<file path="src/rtl/multdiv_pkg.sv">
// multdiv_pkg: shared FSM state type and iteration constants for the multiply/divide unit (MULTDIV_RADIX4_EN selects 16-step Booth multiply)
package multdiv_pkg;
  typedef enum logic [1:0] {IDLE, MULT, DIV, DONE} state_t;
  localparam int MD_WIDTH = 32;
`ifdef MULTDIV_RADIX4_EN
  localparam int MD_MULT_ITERS = 16;
`else
  localparam int MD_MULT_ITERS = 32;
`endif
  localparam int MD_DIV_ITERS = 32;
endpackage

</file>
<file path="src/rtl/div_step.sv">
// div_step: one restoring-division step; ports rem/dvd_bit/dsr in, rem_nx/q_bit out
module div_step (
  input  logic [31:0] rem,
  input  logic        dvd_bit,
  input  logic [31:0] dsr,
  output logic [31:0] rem_nx,
  output logic        q_bit
);
  logic [32:0] shifted;
  assign shifted = {rem, dvd_bit};
  assign q_bit = shifted >= {1'b0, dsr};
  // when the subtraction succeeds the difference is below dsr, so 32-bit modular math is exact
  assign rem_nx = q_bit ? shifted[31:0] - dsr : shifted[31:0];
endmodule

</file>
<file path="src/rtl/multdiv.sv">
// multdiv: iterative signed 32-bit multiply/divide; ports clock, reset_n, data_operandA/B, ctrl_MULT/DIV in, data_result, data_exception, data_resultRDY out; MULTDIV_RADIX4_EN selects radix-4 Booth multiply
module multdiv (
  input  logic        clock,
  input  logic        reset_n,
  input  logic [31:0] data_operandA,
  input  logic [31:0] data_operandB,
  input  logic        ctrl_MULT,
  input  logic        ctrl_DIV,
  output logic [31:0] data_result,
  output logic        data_exception,
  output logic        data_resultRDY
);
  import multdiv_pkg::*;
  state_t state, state_nx;
  logic [5:0] cnt;
  logic [63:0] prod, prod_fin;
  logic [31:0] dsr, a_mag, b_mag, rem_nx, quo;
  logic neg, is_div, div_exc, q_bit, start, b_zero;
`ifdef MULTDIV_RADIX4_EN
  logic [63:0] mc, booth;
  logic [32:0] mq;
`else
  logic [32:0] sum;
`endif
  assign start = ctrl_MULT | ctrl_DIV;
  assign a_mag = data_operandA[31] ? -data_operandA : data_operandA;
  assign b_mag = data_operandB[31] ? -data_operandB : data_operandB;
  assign b_zero = data_operandB == '0;
  assign prod_fin = neg ? -prod : prod;
  assign quo = neg ? -prod[31:0] : prod[31:0];
  // divide keeps the partial remainder in prod[63:32] and shifts quotient bits into prod[31:0]
  div_step u_step (
    .rem    (prod[63:32]),
    .dvd_bit(prod[31]),
    .dsr    (dsr),
    .rem_nx (rem_nx),
    .q_bit  (q_bit)
  );
`ifdef MULTDIV_RADIX4_EN
  // Booth digit from multiplier bits {b(2i+1), b(2i), b(2i-1)} applied to the pre-shifted signed multiplicand
  always_comb begin
    booth = (mq[2:0] == 3'b001 || mq[2:0] == 3'b010) ? mc :
            (mq[2:0] == 3'b011) ? mc << 1 :
            (mq[2:0] == 3'b100) ? -(mc << 1) :
            (mq[2:0] == 3'b101 || mq[2:0] == 3'b110) ? -mc : '0;
  end
`else
  assign sum = {1'b0, prod[63:32]} + (prod[0] ? {1'b0, dsr} : 33'd0);
`endif
  always_comb begin
    state_nx = state;
    if (ctrl_MULT) state_nx = MULT;
    else if (ctrl_DIV) state_nx = b_zero ? DONE : DIV;
    else if (state == MULT) state_nx = (cnt == 6'(MD_MULT_ITERS - 1)) ? DONE : MULT;
    else if (state == DIV) state_nx = (cnt == 6'(MD_DIV_ITERS - 1)) ? DONE : DIV;
    else if (state == DONE) state_nx = IDLE;
  end
  always_ff @(posedge clock or negedge reset_n) begin
    if (!reset_n) state <= IDLE;
    else state <= state_nx;
  end
  always_ff @(posedge clock or negedge reset_n) begin
    if (!reset_n) begin
      cnt <= '0;
      prod <= '0;
      dsr <= '0;
      neg <= 1'b0;
      is_div <= 1'b0;
      div_exc <= 1'b0;
      data_result <= '0;
      data_exception <= 1'b0;
      data_resultRDY <= 1'b0;
`ifdef MULTDIV_RADIX4_EN
      mc <= '0;
      mq <= '0;
`endif
    end else begin
      data_resultRDY <= state == DONE;
      if (state == DONE) begin
        data_result <= is_div ? quo : prod_fin[31:0];
        data_exception <= is_div ? div_exc : prod_fin[63:32] != {32{prod_fin[31]}};
      end
      if (start) begin
        cnt <= '0;
        is_div <= !ctrl_MULT;
        dsr <= ctrl_MULT ? a_mag : b_mag;
        neg <= data_operandA[31] ^ data_operandB[31];
        div_exc <= !ctrl_MULT && (b_zero || (data_operandA == 32'h8000_0000 && data_operandB == 32'hFFFF_FFFF));
        prod <= {32'd0, ctrl_MULT ? b_mag : (b_zero ? 32'd0 : a_mag)};
`ifdef MULTDIV_RADIX4_EN
        // Booth works directly on signed operands, so no sign fix-up is needed afterwards
        if (ctrl_MULT) begin
          neg <= 1'b0;
          prod <= '0;
        end
        mc <= {{32{data_operandA[31]}}, data_operandA};
        mq <= {data_operandB, 1'b0};
`endif
      end else if (state == MULT) begin
        cnt <= cnt + 6'd1;
`ifdef MULTDIV_RADIX4_EN
        prod <= prod + booth;
        mc <= mc << 2;
        mq <= {{2{mq[32]}}, mq[32:2]};
`else
        prod <= {sum, prod[31:1]};
`endif
      end else if (state == DIV) begin
        cnt <= cnt + 6'd1;
        prod <= {rem_nx, prod[30:0], q_bit};
      end
    end
  end
endmodule

</file>
<file path="config.mk">
export PLATFORM = sky130hd
export DESIGN_NAME = multdiv
export DESIGN_NICKNAME = d
export VERILOG_FILES = /design/src/rtl/multdiv_pkg.sv /design/src/rtl/div_step.sv /design/src/rtl/multdiv.sv
export SDC_FILE = /design/constraint.sdc
export NUM_CORES = 1
export LEC_CHECK = 0
export CORE_MARGIN = 4
export CORE_UTILIZATION = 50
export CTS_CLUSTER_SIZE = 10
export DETAILED_ROUTE_END_ITERATION = 7
export DONT_BUFFER_PORTS = 1
export GPL_TIMING_DRIVEN = 0
export PLACE_DENSITY = 0.71
export SLEW_MARGIN = 20
export SYNTH_ARGS = -nofsm -noshare
export SYNTH_HDL_FRONTEND = slang
export SYNTH_HIERARCHICAL = 1
export SYNTH_SLANG_ARGS = --single-unit
</file>
<file path="constraint.sdc">
create_clock -name clock -period 4.13 [get_ports clock]
set_input_delay 0.826 -clock clock [delete_from_list [all_inputs] [get_ports clock]]
set_output_delay 0.826 -clock clock [all_outputs]
set_load 0.03 [all_outputs]
</file>
## Yosys cells after proc, flatten, opt, wreduce, memory -nomap -nowiden

Cells that the tools add are included.

| storage, ports and cells | value |
|---|---|
| register bits after elaboration | 141 |
| input port bits | 68 |
| output and inout port bits | 34 |
| word-level logic and storage cells | 59 |

| cells by class | value |
|---|---|
| $add $sub $neg | 7 |
| order comparisons | 1 |
| equal/unequal tests | 7 |
| muxes and demuxes | 25 |
| bitwise gates (word level) | 2 |
| reductions and logical operators | 7 |

Operators with widths:

| cell | count |
|---|---|
| 2-to-1 mux 32 bit | 9 |
| 2-to-1 mux 64 bit | 4 |
| negator 32 bit | 3 |
| == test 32 bit (second input constant) | 2 |
| negator 64 bit | 1 |
| adder 32 x 32 -> 33 bit | 1 |
| >= comparator 33 x 32 -> 1 bit | 1 |
| zero test 32 bit | 1 |
| inequality test 32 bit | 1 |
| subtractor 32 bit | 1 |
| 2-to-1 mux 6 bit | 3 |
| 2-to-1 mux 2 bit | 6 |
| adder 6 x 1 -> 6 bit (second input constant) | 1 |
| == test 6 x 5 -> 1 bit (second input constant) | 1 |
| nonzero test 5 bit | 1 |
| == test 2 bit (second input constant) | 2 |
| 2-to-1 mux 1 bit | 3 |
| nonzero test 3 bit | 1 |
| == test 2 x 1 -> 1 bit (second input constant) | 1 |
| logical AND 1 bit | 2 |
| zero test 1 bit | 1 |
| logical OR 1 bit | 1 |
| OR 1 bit | 1 |
| XOR 1 bit | 1 |

## Longest topological paths before layout

Gate-level depths: netlist (run 1).

| logic depth | value |
|---|---|
| depth after elaboration | 6 |
| mapped depth | 17 |
| mapped depth without buffers | 15 |

## Cells and area by module

The synthesis (run 1) kept the hierarchy.

Modules (own cells, without submodules):

| module | instances | cells an instance | area an instance (um2) | sequential area each (um2) |
|---|---|---|---|---|
| multdiv | 1 | 1,401 | 11,498.5 | 3,528.4 |
| div_step | 1 | 323 | 2,331.0 | 0.0 |

## Worst setup path after synthesis (run 1)

Ideal clock, no wire load.

| path | value |
|---|---|
| path type | input port to flip-flop |
| start | input port data_operandA[13] |
| end | register prod[30] |
| library setup time | 124 ps |
| data arrival time | 3,510 ps |
| required time | 4,006 ps |
| path slack | 496 ps |
| stages on the path | 8 |
| buffers on the path | 0 |
| cells stage by stage | or4_1 -> or4_1 -> or3_1 -> or4_4 -> o41ai_1 -> xnor2_1 -> a211oi_1 -> nor2_1 |

| on the way | value |
|---|---|
| word-level cells in the longest chain between the ends | 5 |

Ends and longest elaborated chain:

| what | RTL line | text |
|---|---|---|
| start, declared | multdiv.sv:5 | `input logic [31:0] data_operandA,` |
| negator 32 bit | multdiv.sv:26 | `assign a_mag = data_operandA[31] ? -data_operandA : data_operandA;` |
| 2-to-1 mux 32 bit | multdiv.sv:26 |  |
| 2-to-1 mux 32 bit (2 in a row) | multdiv.sv:89 | `prod <= {32'd0, ctrl_MULT ? b_mag : (b_zero ? 32'd0 : a_mag)};` |
| 2-to-1 mux 64 bit | multdiv.sv:83 | `if (start) begin` |
| end signal, assigned | multdiv.sv:89 |  |
| end signal, assigned | multdiv.sv:106 | `prod <= {sum, prod[31:1]};` |
| end signal, assigned | multdiv.sv:110 | `prod <= {rem_nx, prod[30:0], q_bit};` |
| end, declared | multdiv.sv:16 | `logic [63:0] prod, prod_fin;` |

Every way passes these cells.
A chain may end at the register's enable or synchronous reset.

## Worst setup path in the final report (run 1)

| path | value |
|---|---|
| start | register prod[8] |
| end | register data_exception |

| on the way | value |
|---|---|
| word-level cells in the longest chain between the ends | 4 |

Ends and longest elaborated chain:

| what | RTL line | text |
|---|---|---|
| negator 64 bit | multdiv.sv:29 | `assign prod_fin = neg ? -prod : prod;` |
| 2-to-1 mux 64 bit | multdiv.sv:29 |  |
| inequality test 32 bit | multdiv.sv:81 | `data_exception <= is_div ? div_exc : prod_fin[63:32] != {32{prod_fin[31]}};` |
| 2-to-1 mux 1 bit | multdiv.sv:81 |  |
| end signal, assigned | multdiv.sv:81 |  |
| end, declared | multdiv.sv:10 | `output logic data_exception,` |

Every way passes these cells.

==> out/summary.txt, run 1 <==
Initial antenna violation count = 0
Worst slew pin tran = 1090 ps
Die Width = 174 µm
Diode count = 0
Critical path's slowest cell = or4_1
Internal power = 3.53 mW
Worst path max stage delay = 550 ps
Yosys warns = 6
Required time worst endpoint = 4430 ps
Max Clock Skew = 14.2 ps
Worst-case clock buffer depth = 2
Grt total ovfl = 0
Minimum clock period = 4100 ps
Startpoint Class = register
# clock sinks = 141
Net Sw Power = 3.07 mW
Initial core utilization = 0.510
R2r startpoint = prod[8]
Largest cells by area after synthesis = dfrtp_1 (26%), ha_1 (6.5%), xnor2_1 (5.7%)
Reg2Reg Depth = 11
Filler Cells Inserted = 2512
Lkg Pwr = 6.35 nW
Relative slew slack = 0.276
Post-route DRC = 7
Status = finished with violations
Critical path's top delay family = simple AND/OR/NAND/NOR gates
VDD IR max = 0.309 mV
Drt first-iter violations = 1832
Pre-CTS WS = -706 ps
Most common cell in the synthesized netlist = nor2_1
Row count = 60
Routed vias = 14199
Hold Buf Count CTS = 0
RePlAce Congestion = 1.02
Synthesized area per cell = 8.02 µm²
Yosys top cell area share = 0.255
Netlist cell types = 84
Met2 Wirelength = 21.2 mm
Routed Antenna Nets = 0
Final core occ = 0.555
Global-route wire length before repair = 77.8 mm
Critical-path cell list = clkbuf_1 > or4_1 > nor4_4 > buf_4 > nand4_4 > o31ai_1 > xor2_1 > nand4_1 > or4_1 > a2111oi_2 > a21oi_1
Element type at the critical path end = register
CP arrival = 4400 ps
Max Cap Violations = 0
Overall power = 6.60 mW
Area of the multi-input gates = 9750 µm²
Final worst-path cycle share = 0.993
Worst setup margin = 28.9 ps
Final WL = 51.5 mm
Cell taking the most area after synthesis = dfrtp_1
Fmax achieved = 244 MHz
Post-DP HPWL = 39.3 mm
CTS tree = built
Syn nets = 1866
Register-to-register setup slack = 30 ps
First-pass detailed-route iteration total = 8
DR top layer = met4
Kind of critical path = reg2reg
Clock share of power = 0.250
Core Footprint = 27100 µm²
Total Nets Final = 1887
Seq/Total Area, Yosys = 0.255
Yosys reg bits = 141
Die area = 30400 µm²
Synth top cells by count = nor2_1 (187), dfrtp_1 (141), o21ai_0 (133), a21oi_1 (127), nand2_1 (115)
Final Hold Fails = 0
Total track usage = 0.325
Number of port buffers = 0
Share of layout cells above drive strength 1 = 0.0757
CTS Buf Count = 17
Violated checks = DRC
I/O pins = 102
Net Sw Frac = 0.466
Sequential power share = 0.357
Syn Inst Count = 1724
Latest clock arrival within the worst-skew pair = 440 ps
Largest net degree at the start of global routing = 142
Clk root buf = clkbuf_16
WL per Instance = 24.2 µm
Worst path bufs/invs = 2
Number of enable flip-flop cells after synthesis = 0
Die height = 174 µm
Vias in the first global route = 13196
Register area = 3530 µm²
Pins over their slew limit = 0
Type of the most critical hold path = in2async
Synth-to-Final Area Change = 8.78%
Drt via density = 6.67
Comb power frac = 0.393
Critical Path Most Common Cell = or4_1
Synth Cell Area = 13800 µm²
Pwr dens = 439 nW/µm²
Final setup violation count = 0
Post-synth ARST share = 1.00
Crit Path Max Fanout = 10
Most used DFF post-synth = dfrtp_1
Clock-pin slew on the worst setup and hold paths = 80 ps
Wl on met1 = 21.6 mm
Htree depth = 4
Reg-to-reg endpoint = data_exception
RSZ-0062 raised after global routing = yes
Metal3 WL = 6.13 mm
==> stage by stage <==
stage          std cells  hold WS [ps]  instance area (µm²)  setup TNS [ps]
2_1_floorplan       1724           482                13800               0
4_1_cts             2130          71.4                15000               0
6_report            2130          78.4                15000               0
3_5_place_dp        2097           540                14300           -6700
5_1_grt             2130          68.7                15000           -72.1
3_3_place_gp        2096           528                14300           -6140
==> worst max path at each step <==
| stage | startpoint | end | slack, ps | cells after the start |
|---|---|---|---|---|
| after floorplan | data_operandA[13] | prod[30] | 500 | 8 |
| after global placement | prod[0] | prod[62] | -710 | 12 |
| after detailed placement | prod[0] | prod[62] | -710 | 12 |
| after CTS | prod[0] | prod[63] | 10 | 14 |
| after global routing | prod[8] | data_exception | -70 | 11 |
| final | prod[8] | data_exception | 30 | 11 |
==> layer usage <==
layer,vias to the layer above,global-route usage
met5,-,0
met4,0,0.149
met3,160,0.0835
met2,862,0.464
met1,6801,0.461
li1,6376,-
==> power groups by stage <==
stage          clock [mW]  combinational [mW]  sequential [mW]
2_1_floorplan           0                1.89             2.23
3_5_place_dp            0                2.47             2.37
5_1_grt              1.71                2.79             2.39
4_1_cts              1.65                2.49             2.35
3_3_place_gp            0                2.42             2.37
6_report             1.65                2.59             2.36
==> placed cells by master (no fill, tap or decap), types with 7 or more instances in the layout <==
cell type    n
nor2b_1     28
a31oi_1     10
dfrtp_1    139
mux2i_1     36
nand3_1     32
o31ai_1     32
or3_1       22
o21a_1       9
inv_1       59
xor2_1      84
mux2_4       9
buf_1       11
o22ai_1     11
or2_2        7
a221oi_1    19
and2_1      36
nor3b_1      8
nor4_1      11
ha_1        72
o41ai_1     24
nor3_1      23
nor2_1     187
clkbuf_16   17
o211ai_1     8
xnor2_1     89
nand2b_1     7
mux2_2      32
nand2_1    115
or4_1       22
o21ai_0    132
a211oi_1    53
nand4_1     25
a21oi_1    126
and3_1      13
a21o_1      26
clkbuf_1    89
==> cell type report <==
type / instances / area share
Multi-Input combinational cell: 1413 / 0.648
Sequential cell: 141 / 0.235
Tap cell: 372 / 0.0309
Buffer: 108 / 0.0292
Clock buffer: 17 / 0.0283
Inverter: 61 / 0.0152
Clock inverter: 15 / 0.0121
Timing Repair Buffer: 3 / 0.00150
==> flip-flops by register name, indices dropped and copies added (netlist names) <==
| name | cells |
|---|---|
| data_result | 32 |
| cnt | 6 |
| dsr | 32 |
| data_resultRDY | 1 |
| div_exc | 1 |
| neg | 1 |
| data_exception | 1 |
| state | 2 |
| is_div | 1 |
| prod | 64 |
==> logic make-up after synthesis <==
kind of cell / count (synthesis) / share of synthesized area
XOR/XNOR: 174 / 0.110
multiplexers: 78 / 0.0627
AND/OR/NAND/NOR: 564 / 0.209
adder cells (fa/ha/maj): 74 / 0.0680
flip-flops: 141 / 0.255
AO/OA/AOI/OAI: 523 / 0.246
buffers and inverters: 170 / 0.0484
==> repair_timing <==
item,4_1_cts,5_1_grt
setup buffers,1,1
cloned,0,0
pin swaps,1,1
setup endpoints to repair,14,17
resized for setup,10,15
No activity file was read; power rests on OpenSTA's default activity.
==> run 2, diff against run 1 <==
--- a/config.mk
+++ b/config.mk
@@ -5,13 +5,15 @@
 export SDC_FILE = /design/constraint.sdc
 export NUM_CORES = 1
 export LEC_CHECK = 0
+export CELL_PAD_IN_SITES_DETAIL_PLACEMENT = 1
+export CELL_PAD_IN_SITES_GLOBAL_PLACEMENT = 1
 export CORE_MARGIN = 4
 export CORE_UTILIZATION = 50
 export CTS_CLUSTER_SIZE = 10
 export DETAILED_ROUTE_END_ITERATION = 7
 export DONT_BUFFER_PORTS = 1
 export GPL_TIMING_DRIVEN = 0
-export PLACE_DENSITY = 0.71
+export PLACE_DENSITY = 0.89
 export SLEW_MARGIN = 20
 export SYNTH_ARGS = -nofsm -noshare
 export SYNTH_HDL_FRONTEND = slang
==> out/summary.txt, run 2 (synthesized netlist as in run 1, its figures left out) <==
Status = finished clean
Global-route wire length before repair = 89.1 mm (+15%)
Grt total ovfl = 0 (unchanged)
Critical path's top delay family = compound AO/OA/AOI/OAI gates
Worst path bufs/invs = 1 (-1)
Die Width = 174 µm (unchanged)
Clock-pin slew on the worst setup and hold paths = 80 ps (about the same)
Hold Buf Count CTS = 0 (unchanged)
Row count = 60 (unchanged)
Total Nets Final = 1900 (+0.69%)
Worst slew pin tran = 1250 ps (+161 ps)
Most frequent cells in the layout = nor2_1 (187), dfrtp_1 (137), o21ai_0 (131), a21oi_1 (126), nand2_1 (115)
Final core occ = 0.561 (+0.00600)
Synth-to-Final Area Change = 9.96%
Crit Path Max Fanout = 7 (-3)
Htree depth = 4 (unchanged)
Lkg Pwr = 6.44 nW (+1.4%)
Relative slew slack = 0.161 (-0.115)
I/O pins = 102 (unchanged)
# clock sinks = 141 (unchanged)
Initial core utilization = 0.510 (unchanged)
Minimum clock period = 4070 ps (-30.1 ps)
Drt via density = 6.96 (+4.4%)
# placed instances = 2097 (unchanged)
Net Sw Power = 3.18 mW (+3.5%)
Initial antenna violation count = 1 (+1)
Latest clock arrival within the worst-skew pair = 450 ps (about the same)
Pwr dens = 458 nW/µm² (+4.3%)
Critical-path cell list = inv_1 > ha_1 > fa_1 > nor2b_1 > o31a_1 > o21ai_0 > o31ai_2 > a21oi_1 > or3b_2 > nand3_1 > mux2_4 > mux2_2 > nand3_1 > nand4b_1
Flip-flop count of the largest register after layout = 64 (unchanged)
Internal power = 3.78 mW (+7.1%)
Final Hold Fails = 0 (unchanged)
CTS tree = built
First-pass detailed-route iteration total = 7 (-1)
Pins over their slew limit = 0 (unchanged)
Final WL = 59.5 mm (+16%)
RSZ-0062 raised after global routing = no
Diode count = 0 (unchanged)
Comb power frac = 0.397 (+0.004)
Post-DP HPWL = 44.3 mm (+13%)
Largest regs = prod (64), data_result (32), dsr (32)
CP arrival = 4440 ps (+40 ps)
Type of the most critical hold path = in2async
Vias in the first global route = 15157 (+15%)
Largest net degree at the start of global routing = 142 (unchanged)
Required time worst endpoint = 4500 ps (+70 ps)
Post-route DRC = 0 (-7)
Critical Path Most Common Cell = nand3_1
Element type at the critical path end = register
Critical path's slowest cell = dfrtp_2
Clock share of power = 0.261 (+0.011)
Clk root buf = clkbuf_16
VDD IR max = 0.320 mV (+3.6%)
Net Sw Frac = 0.457 (-0.00842)
Sequential power share = 0.342 (-0.015)
Routed vias = 14903 (+5.0%)
Filler Cells Inserted = 3312 (+32%)
WL per Instance = 27.8 µm (+15%)
Non-filler cells, final = 2142 (+0.56%)
Routed Antenna Nets = 0 (unchanged)
Share of layout cells above drive strength 1 = 0.0847 (+0.00909)
Final setup violation count = 0 (unchanged)
Commonest non-fill, non-tap cell in the layout = nor2_1
Most flop-heavy register = prod
Die height = 174 µm (unchanged)
Worst-case clock buffer depth = 2 (unchanged)
Core Footprint = 27100 µm² (unchanged)
Startpoint Class = register
Max Clock Skew = 18.5 ps (+4.35 ps)
Worst path max stage delay = 520 ps (-30 ps)
CTS Buf Count = 17 (unchanged)
RePlAce Congestion = 1.01 (-0.14%)
Drt first-iter violations = 1574 (-14%)
Final worst-path cycle share = 0.986 (-0.00728)
Fmax achieved = 246 MHz (+0.74%)
Number of port buffers = 0 (unchanged)
Max Cap Violations = 0 (unchanged)
Die area = 30400 µm² (unchanged)
Total track usage = 0.376 (+0.0508)
Kind of critical path = reg2reg
==> run 2: metrics by stage <==
step                      hold WS (ps)  cell area [µm²]  worst slack [ps]  TNS (ps)  power [mW]
after floorplan                    482            13800               496         0        4.12
after global placement             535            14300              -388     -4690        4.83
after detailed placement           542            14300              -549     -7640        4.95
after CTS                         67.6            15000              9.69         0        6.79
after global routing              61.7            15200              8.81         0        7.24
final                             63.8            15200              58.9         0        6.96
==> run 2: worst register-to-register path: stages (launching register included) <==
cell and delay [ps]:
dfrtp_2 520, inv_1 130, ha_1 240, fa_1 430, nor2b_1 170, o31a_1 250
o21ai_0 320, o31ai_2 480, a21oi_1 260, or3b_2 510, nand3_1 140, mux2_4 170
mux2_2 140, nand3_1 90, nand4b_1 170
==> run 2: power by group through the flow <==
| stage | Combinational (mW) | Sequential [mW] | Clock, mW |
|---|---|---|---|
| final | 2.76 | 2.38 | 1.82 |
| after global routing | 2.96 | 2.40 | 1.88 |
| after CTS | 2.62 | 2.37 | 1.80 |
| after detailed placement | 2.56 | 2.39 | 0 |
| after global placement | 2.45 | 2.37 | 0 |
| after floorplan | 1.89 | 2.23 | 0 |
==> run 2: repair_timing <==
action	4_1_cts	5_1_grt
pin swaps	1	10
setup endpoints to repair	29	31
gates resized for setup	12	18
setup buffers	2	14
==> run 2: cell type report <==
| class | count | area (µm²) | share of cell area |
|---|---|---|---|
| Buffer | 107 | 435 | 0.0286 |
| Clock buffer | 17 | 425 | 0.0280 |
| Clock inverter | 14 | 234 | 0.0154 |
| Inverter | 61 | 229 | 0.0151 |
| Multi-Input combinational cell | 1413 | 9740 | 0.641 |
| Sequential cell | 141 | 3540 | 0.233 |
| Tap cell | 372 | 465 | 0.0306 |
| Timing Repair Buffer | 17 | 140 | 0.00922 |
==> run 2: worst paths after layout <==
check / cells past startpoint / startpoint / endpoint / slack, ps
setup / recovery: 14 / prod[31] / prod[62] / 60
min in group clock: 2 / data_operandA[0] / dsr[0] / 550
hold / removal: 0 / reset_n / prod[54] / 60
hold reg to reg: 2 / cnt[1] / cnt[1] / 560
setup reg to reg: 14 / prod[31] / prod[62] / 60
max in group asynchronous: 0 / reset_n / prod[0] / 3700
==> run 2: routing by layer <==
metal	GRT usage	vias up	part of all wire
met5	0	-	0.00018
met1	0.492	7435	0.40
li1	-	6380	-
met2	0.569	878	0.44
met3	0.101	208	0.11
met4	0.197	2	0.055
==> run 3, diff against run 2 <==
==> constraint.sdc (replaced) <==
create_clock -name clock -period 4.13 [get_ports clock]
set_input_delay 0.413 -clock clock [delete_from_list [all_inputs] [get_ports clock]]
set_output_delay 0.413 -clock clock [all_outputs]
set_load 0.03 [all_outputs]
==> out/summary.txt, run 3 (synthesized netlist as in run 1, its figures left out) <==
Post-route DRC = 0 (unchanged)
Startpoint Class = register
Die area = 30400 µm² (unchanged)
Post-DP HPWL = 44.3 mm (unchanged)
Clock-pin slew on the worst setup and hold paths = 80 ps (about the same)
Routed Antenna Nets = 0 (unchanged)
Final Hold Fails = 18 (+18)
Status = finished with violations
RePlAce Congestion = 1.01 (unchanged)
Final Hold Slack = -70.1 ps (-134 ps)
RSZ-0062 raised after global routing = yes
Max Cap Violations = 0 (unchanged)
Drt via density = 6.93 (-0.32%)
Lkg Pwr = 6.42 nW (-0.35%)
Largest regs = prod (64), data_result (32), dsr (32)
Flip-flop count of the largest register after layout = 64 (unchanged)
Largest net degree at the start of global routing = 142 (unchanged)
Type of the most critical hold path = in2async
Fmax achieved = 246 MHz (+0.13%)
Filler Cells Inserted = 3319 (+0.21%)
Most frequent cells in the layout = nor2_1 (187), dfrtp_1 (137), o21ai_0 (131), a21oi_1 (126), nand2_1 (115)
Htree depth = 4 (unchanged)
Setup TNS = 0 ps (unchanged)
Synth-to-Final Area Change = 9.73%
Post-route cell area = 15200 µm² (-0.21%)
Register area = 3540 µm² (unchanged)
Critical path's slowest cell = or4_1
# placed instances = 2097 (unchanged)
Pre-CTS WS = -549 ps (unchanged)
Commonest non-fill, non-tap cell in the layout = nor2_1
Global-route wire length before repair = 89.1 mm (about the same)
Routed vias = 14827 (-0.51%)
Critical-path cell list = or4_1 > nor3_4 > nand4_2 > o41a_1 > xnor2_1 > nand4_1 > or4_1 > a2111oi_2 > a21oi_1
Row count = 60 (unchanged)
Worst path max stage delay = 690 ps (+170 ps)
Worst-case clock buffer depth = 2 (unchanged)
Final WL = 59.3 mm (-0.24%)
Relative slew slack = 0.190 (+0.0291)
Die height = 174 µm (unchanged)
Diode count = 0 (unchanged)
Final worst-path cycle share = 0.984 (-0.00129)
Core Footprint = 27100 µm² (unchanged)
Pins over their slew limit = 0 (unchanged)
Post-place instance area = 14300 µm² (unchanged)
Number of port buffers = 0 (unchanged)
Vias in the first global route = 15166 (+0.059%)
Total track usage = 0.376 (about the same)
# clock sinks = 141 (unchanged)
Element type at the critical path end = register
Final setup violation count = 0 (unchanged)
Total Nets Final = 1896 (-0.21%)
Crit Path Max Fanout = 8 (+1)
Violated checks = hold timing
Clk root buf = clkbuf_16
Critical Path Most Common Cell = or4_1
I/O pins = 102 (unchanged)
Max Clock Skew = 16.4 ps (-2.09 ps)
VDD IR max = 0.322 mV (+0.74%)
WL per Instance = 27.7 µm (about the same)
Required time worst endpoint = 4440 ps (-60 ps)
Drt first-iter violations = 1541 (-2.1%)
Die Width = 174 µm (unchanged)
Share of layout cells above drive strength 1 = 0.0815 (-0.00321)
Latest clock arrival within the worst-skew pair = 460 ps (about the same)
Grt total ovfl = 0 (unchanged)
Non-filler cells, final = 2138 (-0.19%)
CTS Buf Count = 17 (unchanged)
Initial core utilization = 0.510 (unchanged)
Pwr dens = 459 nW/µm² (+0.37%)
CP arrival = 4380 ps (-60 ps)
Initial antenna violation count = 1 (unchanged)
Area of the multi-input gates = 9730 µm² (-0.13%)
Critical path's top delay family = simple AND/OR/NAND/NOR gates
Most flop-heavy register = prod
Worst path bufs/invs = 0 (-1)
Worst slew pin tran = 1220 ps (-32.2 ps)
First-pass detailed-route iteration total = 5 (-2)
CTS tree = built
Minimum clock period = 4070 ps (-5.33 ps)
Kind of critical path = reg2reg
Worst setup margin = 64.3 ps (+5.33 ps)
[run 3: cell count changes in the layout (fill, tap and decap cells not counted)]
cell and delta:
o41ai_1 +1, buf_4 -3, o21ai_2 -1, buf_16 +1, nor3_2 -1, o41ai_2 -1
nor3_1 +1, buf_2 -1, mux2i_2 +1, mux2i_1 -1, o21ai_1 +1, buf_12 -1
[run 3: worst register-to-register path: stages (launching register included)]
cell,delay [ps]
dfrtp_1,460
or4_1,700
nor3_4,400
nand4_2,360
o41a_1,520
xnor2_1,190
nand4_1,100
or4_1,530
a2111oi_2,520
a21oi_1,150
[run 3: final cells by class]
class                      instances  share of cell area
clock inverter                    14              0.0154
timing repair buffer              13             0.00775
inverter                          61              0.0151
tap                              372              0.0307
clock buffer                      17              0.0280
buffer                           107              0.0289
sequential                       141               0.233
multi-input combinational       1413               0.641
[run 3: per-layer routing]
metal  GRT usage  vias to the layer above  share of wire
li1            -                     6360              -
met2       0.569                      859           0.43
met3       0.101                      213           0.11
met4       0.197                        2          0.057
met5           0                        -        0.00029
met1       0.492                     7393           0.40
[run 3: repair_timing]
action | CTS | global route
endpoints found under the hold margin | 141 | 0
setup endpoints to repair | 29 | 11
buffers inserted | 2 | 9
resized for setup | 12 | 18
hold buffers | 1 | 0
pin swaps | 1 | 6
[run 3: worst paths after layout]
check | from | endpoint | slack [ps] | depth (start not counted)
setup / recovery | prod[22] | data_exception | 60 | 9
hold / removal | reset_n | prod[55] | -70 | 1
setup reg to reg | prod[22] | data_exception | 60 | 9
hold reg to reg | cnt[1] | cnt[1] | 560 | 2
max in group asynchronous | reset_n | prod[0] | 3440 | 1
min in group clock | data_operandA[0] | dsr[0] | 130 | 2
[run 3: power breakdown]
part / leakage (nW) / switching, mW / internal [mW] / total [mW]
Clock: 0.322 / 0.726 / 1.09 / 1.81
Combinational: 4.38 / 1.76 / 1.01 / 2.77
Sequential: 1.72 / 0.722 / 1.67 / 2.39
Total: 6.42 / 3.20 / 3.77 / 6.97
[run 3: through the flow]
stage                     total power [mW]   util
after floorplan                       4.12      -
after global placement                4.83  0.527
after detailed placement              4.95  0.528
after CTS                             6.83  0.556
after global routing                  7.26  0.560
final                                 6.97  0.560
